`src/rtl/mult_rr_scheduler.sv`:
```
// -----------------------------------------------------------------------------
// mult_rr_scheduler
//   Shares one signed N-bit start/done sequential multiplier among M
//   requesters using round-robin arbitration. In IDLE it grants one requester
//   and latches that requester's operands. It then pulses mul_start and waits
//   for the multiplier's done level to rise (product captured) and fall again
//   (multiplier released). Finally it pulses the granted requester's
//   res_valid bit for one cycle with the 2N-bit product on res_y.
//
//   Optional feature, enabled by defining MULT_RR_TIMEOUT_EN:
//     A cycle counter runs while waiting on the multiplier. After TIMEOUT
//     cycles the operation is aborted and answered with res_err=1, res_y=0.
//     With the macro undefined, res_err is tied low and the block waits
//     indefinitely.
//
// Ports
//   clk, rst_n     : rising-edge clock, asynchronous active-low reset
//   req[M]         : per-requester request level, held until own res_valid
//   op_a, op_b     : flattened signed operands, slice i = op[i*N +: N]
//   res_valid[M]   : one-hot single-cycle result strobe
//   res_y[2N]      : product of the last completed operation (held)
//   res_err        : abort flag, qualified by res_valid
//   busy           : high in every state except IDLE
//   mul_start      : single-cycle start pulse to the multiplier
//   mul_a, mul_b   : registered operands to the multiplier
//   mul_y, mul_done: multiplier product and done level
// -----------------------------------------------------------------------------
module mult_rr_scheduler #(
  parameter int unsigned N       = 8,
  parameter int unsigned M       = 4,
  parameter int unsigned TIMEOUT = 64
) (
  input  logic             clk,
  input  logic             rst_n,
  input  logic [M-1:0]     req,
  input  logic [M*N-1:0]   op_a,
  input  logic [M*N-1:0]   op_b,
  output logic [M-1:0]     res_valid,
  output logic [2*N-1:0]   res_y,
  output logic             res_err,
  output logic             busy,
  output logic             mul_start,
  output logic [N-1:0]     mul_a,
  output logic [N-1:0]     mul_b,
  input  logic [2*N-1:0]   mul_y,
  input  logic             mul_done
);

  localparam int unsigned PW = (M > 1) ? $clog2(M) : 1;

  typedef enum logic [2:0] {
    IDLE,
    ISSUE,
    WAIT_DONE,
    WAIT_REL,
    RESP
  } state_e;

  state_e         state_q, state_d;
  // ptr_q is both the round-robin pointer and the current grant index:
  // every grant sets the pointer to the granted requester.
  logic [PW-1:0]  ptr_q, ptr_d;
  logic [N-1:0]   mul_a_q, mul_a_d;
  logic [N-1:0]   mul_b_q, mul_b_d;
  logic [2*N-1:0] res_y_q, res_y_d;

  logic [N-1:0]   op_a_arr [M];
  logic [N-1:0]   op_b_arr [M];

  logic           found;
  logic [PW-1:0]  pick;
  logic [PW-1:0]  scan_idx;
  logic           abort;

  for (genvar i = 0; i < M; i++) begin : g_unpack
    assign op_a_arr[i] = op_a[i*N +: N];
    assign op_b_arr[i] = op_b[i*N +: N];
  end

  // Round-robin pick: first set request scanning from ptr+1 upward with wrap.
  // Offset M revisits ptr itself, so it has the lowest priority.
  always_comb begin
    found    = 1'b0;
    pick     = ptr_q;
    scan_idx = '0;
    for (int unsigned k = 1; k <= M; k++) begin
      scan_idx = PW'((32'(ptr_q) + k) % M);
      if (!found && req[scan_idx]) begin
        found = 1'b1;
        pick  = scan_idx;
      end
    end
  end

`ifdef MULT_RR_TIMEOUT_EN
  localparam int unsigned CW = (TIMEOUT > 1) ? $clog2(TIMEOUT + 1) : 1;

  logic [CW-1:0] cnt_q, cnt_d;
  logic          err_q, err_d;
  logic          timed_out;

  // The counter spans WAIT_DONE and WAIT_REL together and saturates at the
  // limit, so a done edge landing on the limit still aborts in WAIT_REL if
  // the multiplier never releases.
  assign timed_out = (cnt_q == CW'(TIMEOUT - 1));
  assign abort     = timed_out &&
                     (((state_q == WAIT_DONE) && !mul_done) ||
                      ((state_q == WAIT_REL)  &&  mul_done));

  always_comb begin
    cnt_d = cnt_q;
    err_d = err_q;
    unique case (state_q)
      ISSUE: begin
        cnt_d = '0;
        err_d = 1'b0;
      end
      WAIT_DONE, WAIT_REL: begin
        if (abort) begin
          err_d = 1'b1;
        end else if (!timed_out) begin
          cnt_d = cnt_q + CW'(1);
        end
      end
      default: ;
    endcase
  end

  always_ff @(posedge clk or negedge rst_n) begin
    if (!rst_n) begin
      cnt_q <= '0;
      err_q <= 1'b0;
    end else begin
      cnt_q <= cnt_d;
      err_q <= err_d;
    end
  end

  assign res_err = err_q && (state_q == RESP);
`else
  assign abort   = 1'b0;
  assign res_err = 1'b0;
`endif

  always_comb begin
    state_d = state_q;
    ptr_d   = ptr_q;
    mul_a_d = mul_a_q;
    mul_b_d = mul_b_q;
    res_y_d = res_y_q;
    unique case (state_q)
      IDLE: begin
        if (found) begin
          ptr_d   = pick;
          mul_a_d = op_a_arr[pick];
          mul_b_d = op_b_arr[pick];
          state_d = ISSUE;
        end
      end
      ISSUE: begin
        state_d = WAIT_DONE;
      end
      WAIT_DONE: begin
        if (mul_done) begin
          res_y_d = mul_y;
          state_d = WAIT_REL;
        end else if (abort) begin
          res_y_d = '0;
          state_d = RESP;
        end
      end
      WAIT_REL: begin
        if (!mul_done) begin
          state_d = RESP;
        end else if (abort) begin
          res_y_d = '0;
          state_d = RESP;
        end
      end
      RESP: begin
        state_d = IDLE;
      end
      default: begin
        state_d = IDLE;
      end
    endcase
  end

  always_ff @(posedge clk or negedge rst_n) begin
    if (!rst_n) begin
      state_q <= IDLE;
      ptr_q   <= PW'(M - 1);
      mul_a_q <= '0;
      mul_b_q <= '0;
      res_y_q <= '0;
    end else begin
      state_q <= state_d;
      ptr_q   <= ptr_d;
      mul_a_q <= mul_a_d;
      mul_b_q <= mul_b_d;
      res_y_q <= res_y_d;
    end
  end

  always_comb begin
    res_valid = '0;
    if (state_q == RESP) begin
      res_valid[ptr_q] = 1'b1;
    end
  end

  assign res_y     = res_y_q;
  assign busy      = (state_q != IDLE);
  assign mul_start = (state_q == ISSUE);
  assign mul_a     = mul_a_q;
  assign mul_b     = mul_b_q;

endmodule

```
`config.mk`:
```
export PLATFORM = sky130hd
export DESIGN_NAME = mult_rr_scheduler
export DESIGN_NICKNAME = d
export VERILOG_FILES = /design/src/rtl/mult_rr_scheduler.sv
export SDC_FILE = /design/constraint.sdc
export NUM_CORES = 1
export LEC_CHECK = 0
export ABC_AREA = 1
export CORE_AREA = 2 2 78 80
export CTS_BUF_LIST = sky130_fd_sc_hd__clkbuf_2 sky130_fd_sc_hd__clkbuf_4 sky130_fd_sc_hd__clkbuf_8
export DETAILED_ROUTE_END_ITERATION = 16
export DIE_AREA = 0 0 80 82
export PLACE_DENSITY = 0.95
export RECOVER_POWER = 25
export SETUP_SLACK_MARGIN = 0.02
export SYNTH_ARGS = -nofsm -noshare
export SYNTH_HDL_FRONTEND = slang
export SYNTH_SLANG_ARGS = --single-unit
```
`constraint.sdc`:
```
create_clock -name clk -period 5.9 [get_ports clk]
set_input_delay 0.885 -clock clk [delete_from_list [all_inputs] [get_ports clk]]
set_output_delay 0.885 -clock clk [all_outputs]
set_load 0.01 [all_outputs]
```
Word level (Yosys, flattened, before mapping)
Cells that the tools add are included.
{ "classes": {"add_sub_neg": 4, "magnitude_cmp": 7, "eq_ne": 7, "mux": 29, "bitwise_logic": 1, "n_reduce_logical": 12} }
{ "op_table": {"columns": ["cell", "n"], "rows": [
  ["$bmux 8 s2", 2],
  ["$mux 8", 4],
  ["$lt 2x3->1 const B", 5],
  ["$pmux 3 s4", 1],
  ["$mux 1", 9],
  ["$mux 3", 3],
  ["$bmux 1 s2", 4],
  ["$mux 2", 4],
  ["$eq 3x2->1 const B", 2],
  ["$ne 2x2->1 const B", 3],
  ["$add 2x1->2 const B", 2],
  ["$add 2x2->2 const B", 2],
  ["$logic_and 1x1->1", 4],
  ["$mux 4", 1],
  ["$reduce_and 2->1", 2],
  ["$eq 3x1->1 const B", 1],
  ["$eq 3x3->1 const B", 1],
  ["$ge 3x3->1 const B", 1],
  ["$logic_not 1->1", 3],
  ["$logic_not 3->1", 1],
  ["$not 2->3", 1],
  ["$reduce_and 3->1", 1],
  ["$reduce_bool 3->1", 1],
  ["$demux 1 s2", 1],
  ["$ge 2x1->1 const B", 1]
]} }
{ "totals": {"ff_bits": 37, "input_bits": 87, "out_inout_bits": 39, "wordCells": 65} }

Depth between registers and ports, before layout
Gate-level depths: netlist of run 1.
{ "depth": {"depth_word": 17, "ltp_mapped": 15, "mapped_depth_nobuf": 13} }

Least setup slack after synthesis of run 1
No wires, ideal clock.
{ "synth_timing": {"path_type": "reg2reg", "from": "register ptr_q[0]", "to": "register mul_a_q[0] (netlist: mul_a[0])", "setup_ns": 0.117, "arrival_time_ns": 2.017, "t_required_ns": 5.783, "path_slack_ns": 3.765, "stages_incl_launch_ff": 16, "n_path_buf": 2, "synth_period_minus_slack_ns": 2.135, "path_cell_list": "dfstp_2 buf_6 inv_8 ha_1 inv_2 nand3_1 nand2_1 nor2_4 nand2_2 nand2_2 nand2_4 inv_4 buf_6 nand3_1 nand3_1 nand2_1"} }
{ "synth_between": {"elab_chain_cells": 17} }
{ "synth_lines": {"columns": ["element", "line_no", "rtl"], "rows": [
  ["start, declared", "62", "logic [PW-1:0] ptr_q, ptr_d;"],
  ["start signal, assigned", "192", "ptr_q <= PW'(M - 1);"],
  ["start signal, assigned", "198", "ptr_q <= ptr_d;"],
  ["$add 2x1->2", "87", "scan_idx = PW'((32'(ptr_q) + k) % M);"],
  ["$bmux 1 s2", "88", "if (!found && req[scan_idx]) begin"],
  ["$mux 1 (not written as such)", "88", null],
  ["$mux 1", "88", null],
  ["$logic_not 1->1", "88", null],
  ["$logic_and 1x1->1", "88", null],
  ["$mux 1", "88", null],
  ["$logic_not 1->1", "88", null],
  ["$logic_and 1x1->1", "88", null],
  ["$mux 1", "88", null],
  ["$logic_not 1->1", "88", null],
  ["$logic_and 1x1->1", "88", null],
  ["$mux 2", "88", null],
  ["$not 2->3 (not written as such)", "155", "mul_a_d = op_a_arr[pick];"],
  ["$bmux 8 s2", "155", null],
  ["$mux 8 (not written as such) (2 in series)", "155", null],
  ["end signal, assigned", "199", "mul_a_q <= mul_a_d;"],
  ["end, declared", "63", "logic [N-1:0] mul_a_q, mul_a_d;"]
]} }
Parallel ways exist; a longest one is shown, timed or not. The select of a mux whose other input is x is not followed.
A chain may end at the register's enable or synchronous reset.

Worst setup path after layout of run 1
{ "layout_timing": {"from": "register ptr_q[0]", "to": "output port res_valid[2]"} }
{ "layout_between": {"elab_chain_cells": 5} }
{ "layout_lines": {"columns": ["element", "line_no", "rtl"], "rows": [
  ["$lt 2x3->1 (not written as such) or $ge 2x1->1 (tied branches)", "208", "res_valid[ptr_q] = 1'b1;"],
  ["$logic_and 1x1->1 (not written as such)", "208", null],
  ["$mux 1 (not written as such)", "208", null],
  ["$demux 1 s2 (*)", "208", null],
  ["$mux 4 (*)", "207", "if (state_q == RESP) begin"],
  ["end, declared", "38", "output logic [M-1:0] res_valid,"]
]} }
Mark *: on every way between the ends. The rest lies on a longest branch, timed or not.

==> key figures, run 1 <==
Run status
  • Status: finished, violations left
  • Failing checks: max-capacitance violations, max-slew violations

Final layout
  • Final std cells w/o fill: 498
  • Fraction of layout cells with a size suffix above 1: 0.1300
  • Most common cell after layout, fill and taps aside: clkdlybuf4s50_1
  • Most frequent cells in the layout: 123 x clkdlybuf4s50_1, 106 x nand3_1, 71 x nand2_1
  • Final net count: 513
  • Area Growth Syn to Fin: 54.08%
  • Finished Cell Area: 3754 um^2
  • Antenna diode count: 0

Yosys
  • Cells after Synth: 307
  • Post-Synth XOR/XNOR Area: 0
  • Post-synthesis mux area share: 0.07396
  • Compound-Gate Fraction of Synth Area: 0.01130
  • Combinational family with the most area after synthesis: simple AND/OR/NAND/NOR gates
  • Mapped Avg Cell Area: 7.935 um^2
  • Post-synthesis cell type count: 28
  • Yosys warns: 0
  • Adder-Cell Fraction of Synth Area: 0.02054
  • Register bit total from synthesis: 37
  • Seq/Total Area, Yosys: 0.3811
  • Post-Synth Simple-Gate Area: 0.4340
  • Synth Net Count: 398
  • Cell Area, Synth: 2436 um^2

STA
  • Hold slack: 0.4815 ns
  • Minimum clock period: 2.812 ns
  • Least-Margin Pin Slew: 1.941 ns
  • Setup_tns: 0 ns
  • RSZ-0062 raised after global routing: no
  • Maximum clock frequency: 0.3556 GHz
  • # setup viols final: 0
  • Slew HR: -0.2943
  • Final Cycle Share: 0.4766
  • Fin Clk Skew: 0.007600 ns
  • Final hold violations: 0
  • Pins Over Slew Limit: 38

Global routing
  • Grt ovf: 0
  • First-pass GRT wire length: 11.54 mm
  • Gr usage total: 0.2251
  • Pin count of the biggest net entering global routing: 38
  • Initial antenna violation count: 0
  • Vias in the first global route: 2554

Route
  • Iteration-0 DRC count of the detailed router: 167
  • Number of remaining DRC errors: 0
  • Post-DRT Antenna Nets: 0
  • Pre-Repair DR Iteration Count: 5
  • Mean routed wirelength per cell: 14.94 um
  • Total wire length: 7.439 mm
  • Via count: 2664
  • Drt via density: 5.349

Setup path
  • Critical Path Source: ptr_q[0]
  • Endpoint class of the critical path: output port
  • Reg2reg end: mul_b[4]
  • RR Startpoint: ptr_q[0]
  • Crit Path Class: reg2out
  • Crit-path max FO: 12
  • WP data required: 5.02 ns
  • Startpoint class of the critical path: register
  • Crit path DAT: 1.93 ns
  • Reg2Reg Depth: 12
  • Internal reg-to-reg setup slack: 3.29 ns

Floorplan
  • Initial Util: 0.4240
  • Ports: 126
  • Core area: 5746 um^2
  • Row count: 28
  • Chip Width: 80 um
  • Die area: 6560 um^2
  • Die height: 82 um

Place
  • Number of port buffers: 124
  • Dpl hpwl: 5.707 mm
  • Cell Area, Placed: 3654 um^2
  • Gpl congestion: 0.8303
  • Placed Cells: 490

Clock tree
  • Total CTS buffers: 5
  • Clk pin slew, worst setup/hold paths: 0.08 ns
  • H-tree lvl count: 2
  • Post_cts resized: 0
  • CTS tree: done
  • Clk Latency, worst-skew pair: 0.28 ns
  • Post CTS Setup Buffer Count: 0
  • Post-CTS Hold Fix Bufs: 0
  • Longest Clk Path Bufs: 2
  • Root Buffer: clkbuf_8
  • Clk sinks: 37

Hold path
  • Hold path depth: 2
  • Worst Hold Path EP: mul_b[4]
  • HP Class: reg2reg
  • Worst min-delay path startpoint: mul_b[4]

Power and ir drop
  • Static Leakage: 1.689 nW
  • Worst vdd ir: 0.0003008 V
  • PD cells: 613.9 nW/um^2
  • Design Power: 0.002304 W

Flow run
  • Max-cap violation count: 1
-- worst max-delay path: stages (launching register included) --
cell and delay (ns):
dfstp_2 0.76, inv_8 0.10, ha_1 0.21, inv_1 0.06, nor2_1 0.04, clkdlybuf4s50_1 0.47
-- kinds of logic after synthesis --
family | after synthesis
other cells | 1
simple gates | 211
buf+inv | 33
fa+ha+maj | 4
flops | 37
compound gates | 5
mux | 16
-- metal layers --
layer  wire (um)  vias up  track usage
li1            -     1267            -
met1        2809     1226       0.2572
met2        3765      152       0.4075
met3         660       19      0.04945
met4         203        0      0.09153
met5           0        -            0
-- metrics by stage --
stage                       util  setup slack, ns
final                     0.6533            3.088
after global routing      0.6533            3.009
after CTS                 0.6535            3.076
after detailed placement  0.6359            3.074
after global placement    0.6359            3.141
after floorplan                -            3.765
-- Yosys cell counts (all sizes together) --
library cell | number | area, um^2
a31oi | 1 | 6.260
buf | 16 | 112.6
conb | 1 | 3.750
dfrtp | 35 | 875.8
dfstp | 2 | 52.55
ha | 4 | 50.05
inv | 17 | 76.32
mux2 | 16 | 180.2
nand2 | 89 | 404.1
nand3 | 110 | 585.6
nand4 | 2 | 18.77
nor2 | 9 | 41.29
o21ai | 3 | 15.01
o22ai | 1 | 6.260
or4 | 1 | 7.510
-- state kept, by name (all words and copies together) (netlist names) --
signal   flops
mul_a        8
res_y       16
state_q      3
ptr_q        2
mul_b        8
-- worst max-delay path by stage --
stage | end | cells after the start
after global placement | mul_b[2] | 11
final | res_valid[2] | 5
after CTS | res_valid[2] | 5
after global routing | res_valid[3] | 4
after detailed placement | mul_a[1] | 11
after floorplan | mul_a[0] | 15
-- power by group --
part           internal (W)  switching, W  total [W]
combinational      0.000657      0.000971    0.00163
clock              0.000106     0.0000857   0.000191
sequential         0.000393     0.0000920   0.000485
total               0.00116       0.00115    0.00230
-- area by class of cell --
class                           count  area, um^2
Fill cell                         504        1992
Multi-Input combinational cell    237        1319
Timing Repair Buffer              124        1235
Sequential cell                    37       928.4
Clock buffer                        7       96.34
Tap cell                           75       93.84
Inverter                           17       76.32
Clock inverter                      1       5.005
(Power assumes the default switching activity.)
==> run 2, diff against run 1 <==
--- a/config.mk
+++ b/config.mk
@@ -6,11 +6,11 @@
 export NUM_CORES = 1
 export LEC_CHECK = 0
 export ABC_AREA = 1
-export CORE_AREA = 2 2 78 80
+export CORE_AREA = 2 2 85 87
 export CTS_BUF_LIST = sky130_fd_sc_hd__clkbuf_2 sky130_fd_sc_hd__clkbuf_4 sky130_fd_sc_hd__clkbuf_8
 export DETAILED_ROUTE_END_ITERATION = 16
-export DIE_AREA = 0 0 80 82
-export PLACE_DENSITY = 0.95
+export DIE_AREA = 0 0 87 89
+export PLACE_DENSITY = 0.86
 export RECOVER_POWER = 25
 export SETUP_SLACK_MARGIN = 0.02
 export SYNTH_ARGS = -nofsm -noshare
==> constraint.sdc (replaced) <==
create_clock -name clk -period 2.4 [get_ports clk]
set_input_delay 0.36 -clock clk [delete_from_list [all_inputs] [get_ports clk]]
set_output_delay 0.36 -clock clk [all_outputs]
set_load 0.01 [all_outputs]
==> run 2 against run 1 <==
Core utilization is 7.2 points lower. Via count hardly changed. Global-route usage is 2.8 points lower. Highest routed layer unchanged. The flow still finishes with violations (max-capacitance violations, max-slew violations). Cell count is 2.8% higher. Total power grew to 2.6 times the previous value. Cell area is 4.0% higher. Sequential share of layout area is 0.95 points lower. Register-to-register slack worse by 3.1 ns. Critical endpoint is now res_valid[1]. Critical path depth stayed put. Non-clock buffer count is 9 higher.
==> key figures, run 2 (synthesis results as in run 1) <==
Hold path
  • Hold path depth: 2 (unchanged)
  • Worst min-delay path startpoint: mul_b[4]
  • HP Class: reg2reg
  • Worst Hold Path EP: mul_b[4]

Floorplan
  • Core area: 6719 um^2 (+17%)
  • Die height: 89 um (+8.5%)
  • Initial Util: 0.3626 (-0.06143)
  • Row count: 30 (+7.1%)
  • Ports: 126 (unchanged)
  • Die area: 7743 um^2 (+18%)
  • Chip Width: 87 um (+8.8%)

Setup path
  • Crit-path slowest cell: dfstp_2
  • Reg2Reg Depth: 13 (+1)
  • Crit path DAT: 1.92 ns (about the same)
  • WP data required: 2.04 ns (-2.98 ns)
  • Internal reg-to-reg setup slack: 0.19 ns (-3.10 ns)
  • RR Startpoint: ptr_q[1]
  • Crit Path Class: reg2out
  • Reg2reg end: mul_b[7]
  • Endpoint class of the critical path: output port
  • Worst Path Buf+Inv: 3 (unchanged)
  • Crit-path max FO: 11 (-1)
  • Startpoint class of the critical path: register
  • CP cell instances: buf_6 > ha_1 > inv_1 > nor2_1 > clkdlybuf4s50_1
  • CP peak stage delay: 0.59 ns (-0.17 ns)
  • Top delay family on crit path: buffers and inverters

Place
  • Placed Cells: 500 (+2.0%)
  • Dpl hpwl: 5.939 mm (+4.1%)
  • Gpl congestion: 0.8617 (+3.8%)
  • Number of port buffers: 124 (unchanged)

Clock tree
  • Longest Clk Path Bufs: 2 (unchanged)
  • Total CTS buffers: 5 (unchanged)
  • Root Buffer: clkbuf_8
  • Post-CTS Hold Fix Bufs: 0 (unchanged)
  • Clk sinks: 37 (unchanged)
  • CTS tree: done
  • Clk Latency, worst-skew pair: 0.29 ns (about the same)
  • H-tree lvl count: 2 (unchanged)
  • Clk pin slew, worst setup/hold paths: 0.08 ns (about the same)

Global routing
  • Vias in the first global route: 2534 (-0.78%)
  • Pin count of the biggest net entering global routing: 38 (unchanged)
  • Gr usage total: 0.1967 (-0.02834)
  • Initial antenna violation count: 0 (unchanged)
  • First-pass GRT wire length: 11.94 mm (+3.5%)
  • Grt ovf: 0 (unchanged)

Final layout
  • Fraction of layout cells with a size suffix above 1: 0.1505 (+0.02044)
  • Most frequent cells in the layout: 123 x clkdlybuf4s50_1, 106 x nand3_1, 71 x nand2_1
  • Final net count: 522 (+1.8%)
  • Max FFs per register: 16 (unchanged)
  • Area Growth Syn to Fin: 60.25%
  • Antenna diode count: 0 (unchanged)
  • Area occupied by multi-input gates: 1353 um^2 (+2.6%)
  • FILL cells: 597 (+18%)
  • Most common cell after layout, fill and taps aside: clkdlybuf4s50_1
  • Final std cells w/o fill: 512 (+2.8%)
  • Area taken by flip-flops and latches: 928.4 um^2 (unchanged)

Route
  • Post-DRT Antenna Nets: 0 (unchanged)
  • Via count: 2663 (-0.038%)
  • Drt via density: 5.201 (-2.8%)
  • Mean routed wirelength per cell: 15.28 um (+2.3%)
  • Total wire length: 7.825 mm (+5.2%)
  • Pre-Repair DR Iteration Count: 4 (-1)
  • Iteration-0 DRC count of the detailed router: 178 (+6.6%)
  • Number of remaining DRC errors: 0 (unchanged)

STA
  • Fin Clk Skew: 0.005563 ns (-0.002037 ns)
  • Setup_tns: 0 ns (unchanged)
  • Least-Margin Pin Slew: 1.974 ns (+0.03203 ns)
  • Hold slack: 0.4893 ns (+0.007799 ns)
  • Maximum clock frequency: 0.4383 GHz
  • Final Cycle Share: 0.9506
  • RSZ-0062 raised after global routing: no
  • Slew HR: -0.3157 (-0.02135)
  • Final hold violations: 0 (unchanged)
  • Pins Over Slew Limit: 38 (unchanged)
  • # setup viols final: 0 (unchanged)
  • Minimum clock period: 2.281 ns

Power and ir drop
  • PD cells: 1563 nW/um^2 (+150%)
  • Static Leakage: 1.746 nW (+3.4%)
  • Worst vdd ir: 0.0006637 V (+120%)
  • Design Power: 0.006100 W (+160%)

Run status
  • Status: finished, violations left
  • Failing checks: max-capacitance violations, max-slew violations

Flow run
  • Max-cap violation count: 1 (unchanged)
-- run 2: cell count changes in the layout (fill, tap and decap cells not counted), sizes merged --
cell and change:
clkbuf -2, clkinvlp +1, buf +9, bufinv +1
-- run 2: tightest hold or removal path, stage by stage (launching register included) --
cell and delay, ns:
dfrtp_1 0.35, nand2_1 0.06, nand2_1 0.05
-- run 2: layout make-up --
type | instances | share of cell area
Clock buffer | 5 | 0.01763
Clock inverter | 3 | 0.01186
Inverter | 17 | 0.01955
Multi-Input combinational cell | 237 | 0.3465
Sequential cell | 37 | 0.2378
Tap cell | 80 | 0.02564
Timing Repair Buffer | 133 | 0.3410
-- run 2: report_power, final --
| part | internal [W] | leakage (nW) | switching (W) |
|---|---|---|---|
| registers | 0.000965 | 0.445 | 0.000198 |
| logic | 0.00189 | 1.25 | 0.00250 |
| clock network | 0.000311 | 0.0543 | 0.000236 |
-- run 2: layer usage --
layer,wire [um],part of all wire,GRT usage,vias up
met1,3121,0.40,0.2378,1232
met2,3943,0.50,0.3491,145
met3,689,0.088,0.04986,8
met5,0,0,0,-
met4,70,0.0089,0.05256,0
li1,-,-,-,1278
-- run 2: worst max path at each step --
stage | endpoint | cells past startpoint | slack, ns | from
after floorplan | mul_a[0] | 15 | 0.27 | ptr_q[0]
after global placement | mul_b[3] | 11 | 0.20 | ptr_q[1]
after detailed placement | mul_b[3] | 11 | 0.10 | ptr_q[1]
after CTS | res_valid[1] | 5 | 0.07 | ptr_q[0]
after global routing | res_valid[1] | 5 | 0.04 | ptr_q[0]
final | res_valid[1] | 5 | 0.12 | ptr_q[0]
-- run 2: metrics by stage --
stage	utilization	instance area [um^2]	setup slack [ns]
6_report	0.5810	3904	0.1186
2_1_floorplan	-	2436	0.2651
3_3_place_gp	0.5540	3722	0.1985
5_1_grt	0.5810	3904	0.03601
3_5_place_dp	0.5540	3722	0.1018
4_1_cts	0.5711	3837	0.07278
-- run 2: what timing repair did --
item                                    4_1_cts  5_1_grt
endpoints found under the setup margin        0       17
setup buffers                                 0        4
gates resized for setup                       0        6
